==> src/rtl/f1_light_sequencer.sv <==
`default_nettype none
// ============================================================================
// Module   : f1_light_sequencer
// Brief    : F1 start-light sequencer. Lamps light one per STEP_MS ticks,
//            all lamps hold for a random LFSR delay, then blank with time_out.
// Revision : 1.0  initial release
// ============================================================================
module f1_light_sequencer #(
    parameter int N_LIGHTS = 8,
    parameter int STEP_MS  = 500,
    parameter int K_WIDTH  = 14
) (
    input  logic                clk,
    input  logic                rst,
    input  logic                trigger,
    input  logic                tick,
    input  logic [K_WIDTH-1:0]  prbs,
    output logic                lfsr_en,
    output logic [N_LIGHTS-1:0] data_out,
    output logic                time_out,
    output logic                busy
);

    localparam int                  c_STEP_W      = (STEP_MS > 1) ? $clog2(STEP_MS) : 1;
    localparam logic [c_STEP_W-1:0] c_STEP_RELOAD = c_STEP_W'(STEP_MS - 1);
    localparam logic [c_STEP_W-1:0] c_STEP_ONE    = c_STEP_W'(1);
    localparam logic [K_WIDTH-1:0]  c_DELAY_ONE   = K_WIDTH'(1);

    localparam logic [1:0] c_IDLE  = 2'd0;
    localparam logic [1:0] c_LIGHT = 2'd1;
    localparam logic [1:0] c_DELAY = 2'd2;

    logic [1:0]          r_state;
    logic                r_trigger_q;
    logic [c_STEP_W-1:0] r_step_cnt;
    logic [K_WIDTH-1:0]  r_delay_cnt;
    logic [N_LIGHTS-1:0] r_data;
    logic                r_lfsr_en;
    logic                r_time_out;
    logic                r_busy;

    logic                w_trig_rise;
    logic [N_LIGHTS-1:0] w_shifted;

    assign w_trig_rise = trigger & ~r_trigger_q;
    assign w_shifted   = {r_data[N_LIGHTS-2:0], 1'b1};

    always_ff @(posedge clk or posedge rst) begin
        if (rst) begin
            r_state     <= c_IDLE;
            r_trigger_q <= 1'b0;
            r_step_cnt  <= '0;
            r_delay_cnt <= '0;
            r_data      <= '0;
            r_lfsr_en   <= 1'b1;
            r_time_out  <= 1'b0;
            r_busy      <= 1'b0;
        end else begin
            r_trigger_q <= trigger;
            r_time_out  <= 1'b0;
            case (r_state)
                c_IDLE: begin
                    r_data    <= '0;
                    r_lfsr_en <= 1'b1;
                    r_busy    <= 1'b0;
                    // A tick coinciding with the start edge is deliberately not counted.
                    if (w_trig_rise) begin
                        r_state    <= c_LIGHT;
                        r_data     <= {{(N_LIGHTS-1){1'b0}}, 1'b1};
                        r_step_cnt <= c_STEP_RELOAD;
                        r_busy     <= 1'b1;
                    end
                end
                c_LIGHT: begin
                    r_lfsr_en <= 1'b1;
                    if (tick) begin
                        if (r_step_cnt != '0) begin
                            r_step_cnt <= r_step_cnt - c_STEP_ONE;
                        end else begin
                            r_data     <= w_shifted;
                            r_step_cnt <= c_STEP_RELOAD;
                            // Latch the delay and freeze the LFSR on the edge the last lamp lights.
                            if (&w_shifted) begin
                                r_state     <= c_DELAY;
                                r_delay_cnt <= prbs;
                                r_lfsr_en   <= 1'b0;
                            end
                        end
                    end
                end
                c_DELAY: begin
                    r_lfsr_en <= 1'b0;
                    r_data    <= '1;
                    if (tick) begin
                        // A latched delay of zero behaves as one tick.
                        if (r_delay_cnt <= c_DELAY_ONE) begin
                            r_state    <= c_IDLE;
                            r_data     <= '0;
                            r_time_out <= 1'b1;
                            r_lfsr_en  <= 1'b1;
                            r_busy     <= 1'b0;
                        end else begin
                            r_delay_cnt <= r_delay_cnt - c_DELAY_ONE;
                        end
                    end
                end
                default: begin
                    r_state     <= c_IDLE;
                    r_step_cnt  <= '0;
                    r_delay_cnt <= '0;
                    r_data      <= '0;
                    r_lfsr_en   <= 1'b1;
                    r_busy      <= 1'b0;
                end
            endcase
        end
    end

    assign lfsr_en  = r_lfsr_en;
    assign data_out = r_data;
    assign time_out = r_time_out;
    assign busy     = r_busy;

endmodule
`default_nettype wire
==> config.mk <==
export PLATFORM = sky130hd
export DESIGN_NAME = f1_light_sequencer
export DESIGN_NICKNAME = d
export VERILOG_FILES = /design/src/rtl/f1_light_sequencer.sv
export SDC_FILE = /design/constraint.sdc
export NUM_CORES = 1
export LEC_CHECK = 0
export ABC_AREA = 1
export CAP_MARGIN = 10
export CORE_ASPECT_RATIO = 0.5
export CORE_MARGIN = 4
export CORE_UTILIZATION = 60
export DETAILED_ROUTE_END_ITERATION = 10
export GPL_TIMING_DRIVEN = 0
export MAX_ROUTING_LAYER = met4
export PLACE_DENSITY = 0.85
export SYNTH_ARGS = -nofsm -noshare
export SYNTH_HDL_FRONTEND = slang
export SYNTH_SLANG_ARGS = --single-unit
==> constraint.sdc <==
create_clock -name clk -period 4.2 [get_ports clk]
set_input_delay 1.26 -clock clk [delete_from_list [all_inputs] [get_ports clk]]
set_output_delay 1.26 -clock clk [all_outputs]
set_load 0.02 [all_outputs]
==> reports/results.txt <==
final setup fails: 0
Clk pin slew, worst setup/hold paths: 0.08 ns
Sw Share: 52.1%
Post-CTS Setup Inserts: 0
Mapped Avg Cell Area: 6.98 sq um
CP max FO: 1
Seq pwr share: 24.9%
Seq/Total Area, Yosys: 38.3%
fmax: 0.376 GHz
P_sw: 1280 uW
vias in the first global route: 2188
initial antenna violation count: 0
# H-tree levels: 2
hpwl dp: 4310 um
CTS Root Buffer Type: clkbuf_8
global-route wire length before repair: 10300 um
WP data required: 2.94 ns
Slew @ Worst Pin: 0.783 ns
crit path kind: flip-flop to output port
Horiz. Die Dim: 97.8 um
post-DR wirelength/cell: 13.6 um
Clk Latency, worst-skew pair: 0.29 ns
post-synthesis cell count: 347
clock share of power: 11.4%
CTS tree: yes
crit-path cells: clkdlybuf4s50_1
Worst setup EP type: output port
Vias/cell: 5.51
clk buf depth: 2
gpl congestion: 0.917
Pint: 1170 uW
R2R cell count: 9
Most used DFF post-synth: dfrtp_1
Top Family by Delay on Critical Path: buffers and inverters
fin crit period: 2.66 ns
worst hold path class: flip-flop to flip-flop
Yosys cell types: 31
unrepaired setup endpoints after global routing: no
Crit-path slowest cell: clkdlybuf4s50_1
run status: finished, final reports clean
share of layout cells above drive strength 1: 9.40%
Rows: 15
# resized after CTS: 0
via count: 2391
Arrival @ worst endpoint: 1.40 ns
end-of-flow core utilization: 78.7%
hold path depth: 2
power consumption: 2450 uW
register bit total from synthesis: 37
max-cap viol count: 0
share of flip-flops with an asynchronous set or reset: 100%
drt drc: 0
largest net degree at the start of global routing: 38
Iteration-0 DRC Markers: 156
DRT Pass-1 Iters: 4
clock skew: 0.00324 ns
I/O pin cnt: 29
Worst path max stage delay: 0.59 ns
VDD IR max: 0.429 mV
Mapped Nets: 372
gr usage total: 25.8%
Core Area: 3640 sq um
Logic pwr share: 63.6%
cts hold-fix bufs: 0
Initial Util: 66.5%
critical path depth in cells: 1
nets@finish: 407
TritonCTS buffer count: 5
Finished Layout Cells: 434
Final Hold Fails: 0
ant diodes: 0
dpl cells: 426
P&R area growth vs syn: 18.4%
Port Buffers: 28
Synth warnings: 0
final wirelength: 5920 um
Max Transition Viols Final: 0
CP Launch Type: flip-flop
clk sinks: 37
PwrDens: 856 nW/um^2
Final Cycle Share: 63.3%
sum of buffers and inverters on the critical path: 1
antenna-violating nets left: 0
grt ovf: 0
Post-Syn Area: 2420 sq um
static leakage: 0.00142 uW
die area: 5180 sq um
Post-synth EDFFs: 0
Slew headroom: 47.7%
Die Ht: 52.9 um
final setup TNS: 0 ns
[sequential cells by signal (all words and copies together) (netlist names)]
register,flops
r_state,2
data_out,8
r_delay_cnt,14
r_step_cnt,9
lfsr_en,1
busy,1
r_trigger_q,1
time_out,1
[layer usage]
layer / GRT usage [%] / up-vias / wire length [um]
met1: 35.3 / 1119 / 2940
met2: 39.6 / 94 / 2490
met5: - / - / 0
met3: 5.92 / 10 / 434
li1: - / 1168 / -
met4: 5.52 / 0 / 63
[cell type report]
type | instances | area, sq um
clock buffers | 7 | 96.3
clock inverters | 1 | 5.00
plain buffers | 9 | 58.8
repair buffers | 28 | 280
inverters | 38 | 143
multi-input cells | 263 | 1290
well taps | 51 | 63.8
flip-flops and latches | 37 | 927
fillers | 263 | 774
[cells in the final DEF, fill, tap and decap left out, drive strengths merged]
cell type,n
nand4,4
clkbuf,10
clkdlybuf4s50,28
ha,7
o21ai,29
or2,1
dfstp,1
nor3,2
nand2,129
xnor2,1
nor2,33
dfrtp,36
inv,37
nand3,37
a22oi,2
buf,6
xor2,5
clkinv,2
a21oi,13
[kinds of logic after synthesis]
logic type      synth area share (%)
xor+xnor                        2.17
flops                           38.3
simple gates                    37.1
compound gates                  10.5
fa+ha+maj                       3.62
buf+inv                         8.32
[path summary, 6_finish.rpt]
kind                                   startpoint                         end  slack [ns]
hold / removal                   busy$_DFFE_PP0P_            busy$_DFFE_PP0P_        0.49
setup / recovery                lfsr_en$_DFF_PP1_                     lfsr_en        1.54
setup reg to reg           r_state[0]$_DFFE_PP0P_   r_step_cnt[3]$_DFFE_PP0P_        2.34
hold reg to reg                  busy$_DFFE_PP0P_            busy$_DFFE_PP0P_        0.49
max in group asynchronous                     rst     data_out[3]$_DFFE_PP0P_        2.27
min in group asynchronous                     rst  r_delay_cnt[9]$_DFFE_PP0P_        1.43
[power by group through the flow]
stage,clock [uW],combinational (uW),sequential [uW]
2_1_floorplan,0,1110,632
6_report,281,1560,612
3_5_place_dp,0,1520,614
5_1_grt,301,1750,628
3_3_place_gp,0,1480,605
4_1_cts,281,1540,608
[per-stage QoR]
| step | worst slack, ns | hold WS (ns) | cell area [sq um] |
|---|---|---|---|
| 6_report | 1.54 | 0.489 | 2870 |
| 5_1_grt | 1.49 | 0.517 | 2870 |
| 4_1_cts | 1.53 | 0.491 | 2870 |
| 3_5_place_dp | 1.33 | 0.465 | 2770 |
| 3_3_place_gp | 1.27 | 0.468 | 2770 |
| 2_1_floorplan | 2.07 | 0.491 | 2420 |
[cell usage after synthesis (all sizes together), types with 2 or more instances]
| library cell | n | area, sq um |
|---|---|---|
| nand3 | 37 | 203 |
| nand4 | 4 | 25.0 |
| buf | 6 | 47.5 |
| nor3 | 2 | 10.0 |
| nand2 | 129 | 499 |
| a21oi | 13 | 68.8 |
| dfrtp | 36 | 901 |
| o21ai | 29 | 171 |
| clkbuf | 3 | 11.3 |
| a22oi | 2 | 15.0 |
| nor2 | 33 | 154 |
| inv | 37 | 139 |
| xor2 | 5 | 43.8 |
| ha | 7 | 87.6 |
(Power assumes the default switching activity.)
==> RTL edit 1 (same settings) <==
The parameter `STEP_MS` goes from 500 to 1000.
--- a/src/rtl/f1_light_sequencer.sv
+++ b/src/rtl/f1_light_sequencer.sv
@@ -9,3 +9,3 @@
     parameter int N_LIGHTS = 8,
-    parameter int STEP_MS  = 500,
+    parameter int STEP_MS  = 1000,
     parameter int K_WIDTH  = 14
Function: no difference found for any inputs over 10 cycles, from zero or initial values and one cycle with rst high; that may be too few to reach the edited logic, so the function may still have changed.
==> RTL edit 1 against the original RTL <==
- maximum frequency about the same
- wire length increased by 0.62%
- synthesized area is 4.5% higher
- final cell count increased by 4.6%
- worst setup slack gained 0.0018 ns
- sequential cell count increased by 1
- global-route usage is 0.60 points lower
- die area up 4.0%
- final area is 3.7% higher
- sequential power increased by 3.6%
- total power grew 2.1%
- sequential share of layout area is 0.32 points lower
==> RTL edit 1: results (changes against the original RTL) <==
| Metric | Value |
|---|---|
| Reg clk slew, reported paths | `0.08 ns (about the same)` |
| Largest net degree at the start of global routing | `39 (+2.6%)` |
| Synthesized-area fraction occupied by adder cells | `3.46% (-0.16 points)` |
| Vias | `2468 (+3.2%)` |
| Commonest cells post-synth | `121 x nand2_1, 40 x inv_1, 37 x dfrtp_1` |
| Outcome | `complete, no violations` |
| Seq pwr | `634 uW (+3.6%)` |
| Fill cells | `303 (+15%)` |
| TritonRoute pass-1 iters | `4 (unchanged)` |
| CP Max Fanout | `1 (unchanged)` |
| Clock Power Share | `10.7% (-0.7 points)` |
| Delay-heaviest family, CP | `buffers and inverters` |
| Dpl hpwl | `4310 um (+0.15%)` |
| Grt met3 use | `4.66% (-1.3 points)` |
| Min-Delay Endpoint | `data_out[7]$_DFFE_PP0P_` |
| Iter 0 DRT Violations | `158 (+1.3%)` |
| Clock buffer depth | `2 (unchanged)` |
| Vias in the first global route | `2307 (+5.4%)` |
| Post-synthesis cell count | `364 (+4.9%)` |
| Gpl congestion | `0.870 (-5.1%)` |
| CP max stage delay | `0.59 ns (about the same)` |
| Syn Nets | `389 (+4.6%)` |
| Post-synthesis mux area share | `0% (unchanged)` |
| Critical Path End | `lfsr_en` |
| Synth Area in XOR/XNOR | `1.73% (-0.44 points)` |
| Reg2reg end | `r_delay_cnt[7]$_DFFE_PP0P_` |
| Hold depth | `2 (unchanged)` |
| Synth Area in Compound Gates | `12.0% (+1.4 points)` |
| Post-CTS Setup Inserts | `0 (unchanged)` |
| GR Util All Layers | `25.2% (-0.60 points)` |
| Worst reg-to-reg setup slack | `2.17 ns (-0.17 ns)` |
| Top_reg_cell synth | `dfrtp_1` |
| Count of cell types in the netlist | `31 (unchanged)` |
| Arrival time worst endpoint | `1.40 ns (about the same)` |
| Post-CTS sizing | `0 (unchanged)` |
| Area contributors post-synth | `dfrtp_1 37%, nand2_1 18%, nand3_1 6.3%` |
| First-pass GRT wire length | `10200 um (-0.27%)` |
| Hold path start | `data_out[7]$_DFFE_PP0P_` |
| Internal | `1190 uW (+1.0%)` |
| GR Util met1 | `30.5% (-4.8 points)` |
| Final cell count without fillers | `454 (+4.6%)` |
| TritonCTS Buffers | `5 (unchanged)` |
| Seq/Total Area, Yosys | `37.6% (-0.66 points)` |
| Max FFs per register | `14 (unchanged)` |
| Met2 Use GR | `44.0% (+4.4 points)` |
| LEAKAGE | `0.00150 uW (+5.5%)` |
| Share of cells above drive strength 1 | `11.3% (+1.9 points)` |
| Skew final | `0.00672 ns (+0.00348 ns)` |
| Critical R2R Launch | `r_state[1]$_DFFE_PP0P_` |
| Final net count | `424 (+4.2%)` |
| Drt wl/cell | `13.1 um (-3.8%)` |
| Max H-tree Level | `2 (unchanged)` |
| VDD IR max | `443 uV (+3.2%)` |
| Initial antenna violation count | `0 (unchanged)` |
| R2R cell count | `13 (+4)` |
| Worst slew pin tran | `0.798 ns (+0.0147 ns)` |
RTL edit 1: cell count changes after synthesis, moves of 3 or more:
cell     delta
nand2_2     +6
a21oi_1     +6
nand3_1     -3
nand2_1     -4
nor2_1      +4
inv_1       +3
RTL edit 1: cell type report:
class | instances | share of cell area, %
clock inverter | 2 | 0.421
tap | 54 | 2.27
clock buffer | 6 | 2.78
multi-input combinational | 274 | 45.5
timing repair buffer | 28 | 9.43
buffer | 10 | 2.19
sequential | 38 | 32.0
inverter | 42 | 5.39
RTL edit 1: logic make-up (layout without fill, tap and decap cells):
| group | after synthesis | count (layout) |
|---|---|---|
| and+or+nand+nor | 210 | 210 |
| AOI/OAI and AO/OA | 52 | 52 |
| buffers and inverters | 52 | 88 |
| DFF | 38 | 38 |
| adders and majority gates | 7 | 7 |
| xor gates and xnor gates | 5 | 5 |
RTL edit 1: routing by layer:
| metal | vias to the layer above | share of wire, % |
|---|---|---|
| met5 | - | 0 |
| met4 | 0 | 1.1 |
| met3 | 9 | 5.7 |
| met2 | 76 | 49 |
| met1 | 1154 | 45 |
| li1 | 1229 | - |
RTL edit 1: per-stage QoR:
step                      hold slack, ns  worst slack, ns  util, %  total power, uW  cell area [um2]
after global routing               0.551             1.42     74.6             2750             2970
after CTS                          0.502             1.53     74.6             2490             2970
after floorplan                    0.487             2.06        -             1810             2530
final                              0.496             1.54     74.6             2500             2970
after detailed placement           0.482             1.30     72.2             2210             2880
after global placement             0.464             1.25     72.2             2140             2880
RTL edit 1: worst reg2reg max path: stages, from the launching register on:
cell     delay, ns
dfrtp_1       0.41
inv_1         0.08
ha_1          0.19
buf_6         0.14
inv_4         0.09
nor2_2        0.05
inv_2         0.06
nand2_1       0.05
a21oi_1       0.20
nand2_1       0.07
inv_1         0.11
nand3_1       0.26
nand2_1       0.15
nand2_1       0.06
==> RTL edit 2 (same flow settings) <==
Without the edit above. Put one more register stage on the output `data_out`, cleared by the reset. The value now appears one clock later. The other outputs are not delayed to match.
--- a/src/rtl/f1_light_sequencer.sv
+++ b/src/rtl/f1_light_sequencer.sv
@@ -119,3 +119,9 @@
     assign lfsr_en  = r_lfsr_en;
-    assign data_out = r_data;
+    always_ff @(posedge clk or posedge rst) begin
+        if (rst) begin
+            data_out <= '0;
+        end else begin
+            data_out <= r_data;
+        end
+    end
     assign time_out = r_time_out;
Behaviour: not the same (Yosys sat finds a counterexample within 4 cycles, from zero or initial values and one cycle with rst high).
==> RTL edit 2 against the original RTL <==
- total power decreased by 3.8%
- via count increased by 2.9%
- worst setup slack got worse by 0.021 ns
- wire length increased by 5.4%
- highest routed layer unchanged
- sequential cell count increased by 8
- combinational power decreased by 15%
- maximum frequency decreased by 0.80%
- synthesized area increased by 12%
- first-iteration DRC count decreased by 40%
- global-route usage decreased by 1.3 points
- final area increased by 11%
==> RTL edit 2: results (changes against the original RTL) <==
| Metric | Value |
|---|---|
| Outcome | `complete, no violations` |
| Syn Nets | `389 (+4.6%)` |
| First-pass GRT wire length | `10900 um (+5.8%)` |
| Slew margin rel. | `60.2% (+12 points)` |
| Count of cell types in the netlist | `26 (-16%)` |
| Skew final | `0.0138 ns (+0.0105 ns)` |
| Clk_lat worst skew | `0.31 ns (+0.02 ns)` |
| LEAKAGE | `0.00168 uW (+18%)` |
| Commonest cells post-synth | `146 x nand2_1, 44 x dfrtp_1, 33 x nand3_1` |
| Worst reg-to-reg setup slack | `2.37 ns (+0.03 ns)` |
| Reg2reg end | `r_delay_cnt[8]$_DFFE_PP0P_` |
| Iter 0 DRT Violations | `94 (-40%)` |
| Largest net degree at the start of global routing | `39 (+2.6%)` |
| Sw frac | `48.1% (-4.1 points)` |
| Hold path start | `r_data[7]$_DFFE_PP0P_` |
| Vias in the first global route | `2398 (+9.6%)` |
| Final net count | `425 (+4.4%)` |
| Placed cells | `447 (+4.9%)` |
| R2R cell count | `10 (+1)` |
| Area contributors post-synth | `dfrtp_1 41%, nand2_1 20%, nand3_1 6.1%` |
| Hold depth | `0 (-2)` |
| Share of cells above drive strength 1 | `11.0% (+1.6 points)` |
| Gpl congestion | `0.876 (-4.4%)` |
| VDD IR max | `447 uV (+4.2%)` |
| Reg clk slew, reported paths | `0.10 ns (+0.02 ns)` |
| Min-Delay Endpoint | `data_out[7]$_DFF_PP0_` |
[RTL edit 2: cell count changes after synthesis, sizes merged, moves of 3 or more]
cell | unedited run | this run
a21oi | 13 | 8
dfrtp | 36 | 44
inv | 37 | 34
nand2 | 129 | 157
nor2 | 33 | 41
o21ai | 29 | 12
o21bai | 0 | 3
[RTL edit 2: cell type report]
cell class | count | area (um2)
Clock inverter | 3 | 47.5
Multi-Input combinational cell | 278 | 1390
Sequential cell | 45 | 1130
Timing Repair Buffer | 29 | 300
Buffer | 7 | 56.3
Inverter | 34 | 128
Tap cell | 54 | 67.6
Clock buffer | 5 | 68.8
Fill cell | 320 | 935
[RTL edit 2: logic make-up after synthesis]
family	synth area share (%)
compound gates	4.81
buf+inv	6.80
flops	41.7
fa+ha+maj	3.24
xor+xnor	0.972
simple gates	42.5
[RTL edit 2: power groups by stage]
stage,Sequential [uW],Clock [uW],Combinational (uW)
CTS,675,354,1340
detailed placement,683,0,1330
finish,677,352,1330
global placement,676,0,1270
floorplan,704,0,963
global route,693,374,1510
[RTL edit 2: worst reg2reg max path: cells and delay by family, from the launching register on]
family	cells	cell delay (ns)
fa+ha+maj	1	0.21
buf+inv	2	0.23
flops	1	0.41
simple gates	7	0.92
[RTL edit 2: routing by layer]
layer  track usage, %  vias up  share of wire, %
met2             39.7       63                50
met4             6.27        0               1.3
met5                -        -                 0
met1             30.6     1167                44
li1                 -     1218                 -
met3             6.03       12               5.3
[RTL edit 2: metrics by stage]
stage	hold WS [ns]	setup slack (ns)	utilization [%]	instance area [um2]
floorplan	0.354	1.88	-	2710
global route	0.413	1.42	77.3	3190
detailed placement	0.376	1.33	74.5	3070
global placement	0.364	1.02	74.0	3050
finish	0.394	1.52	77.3	3190
CTS	0.400	1.51	77.3	3190
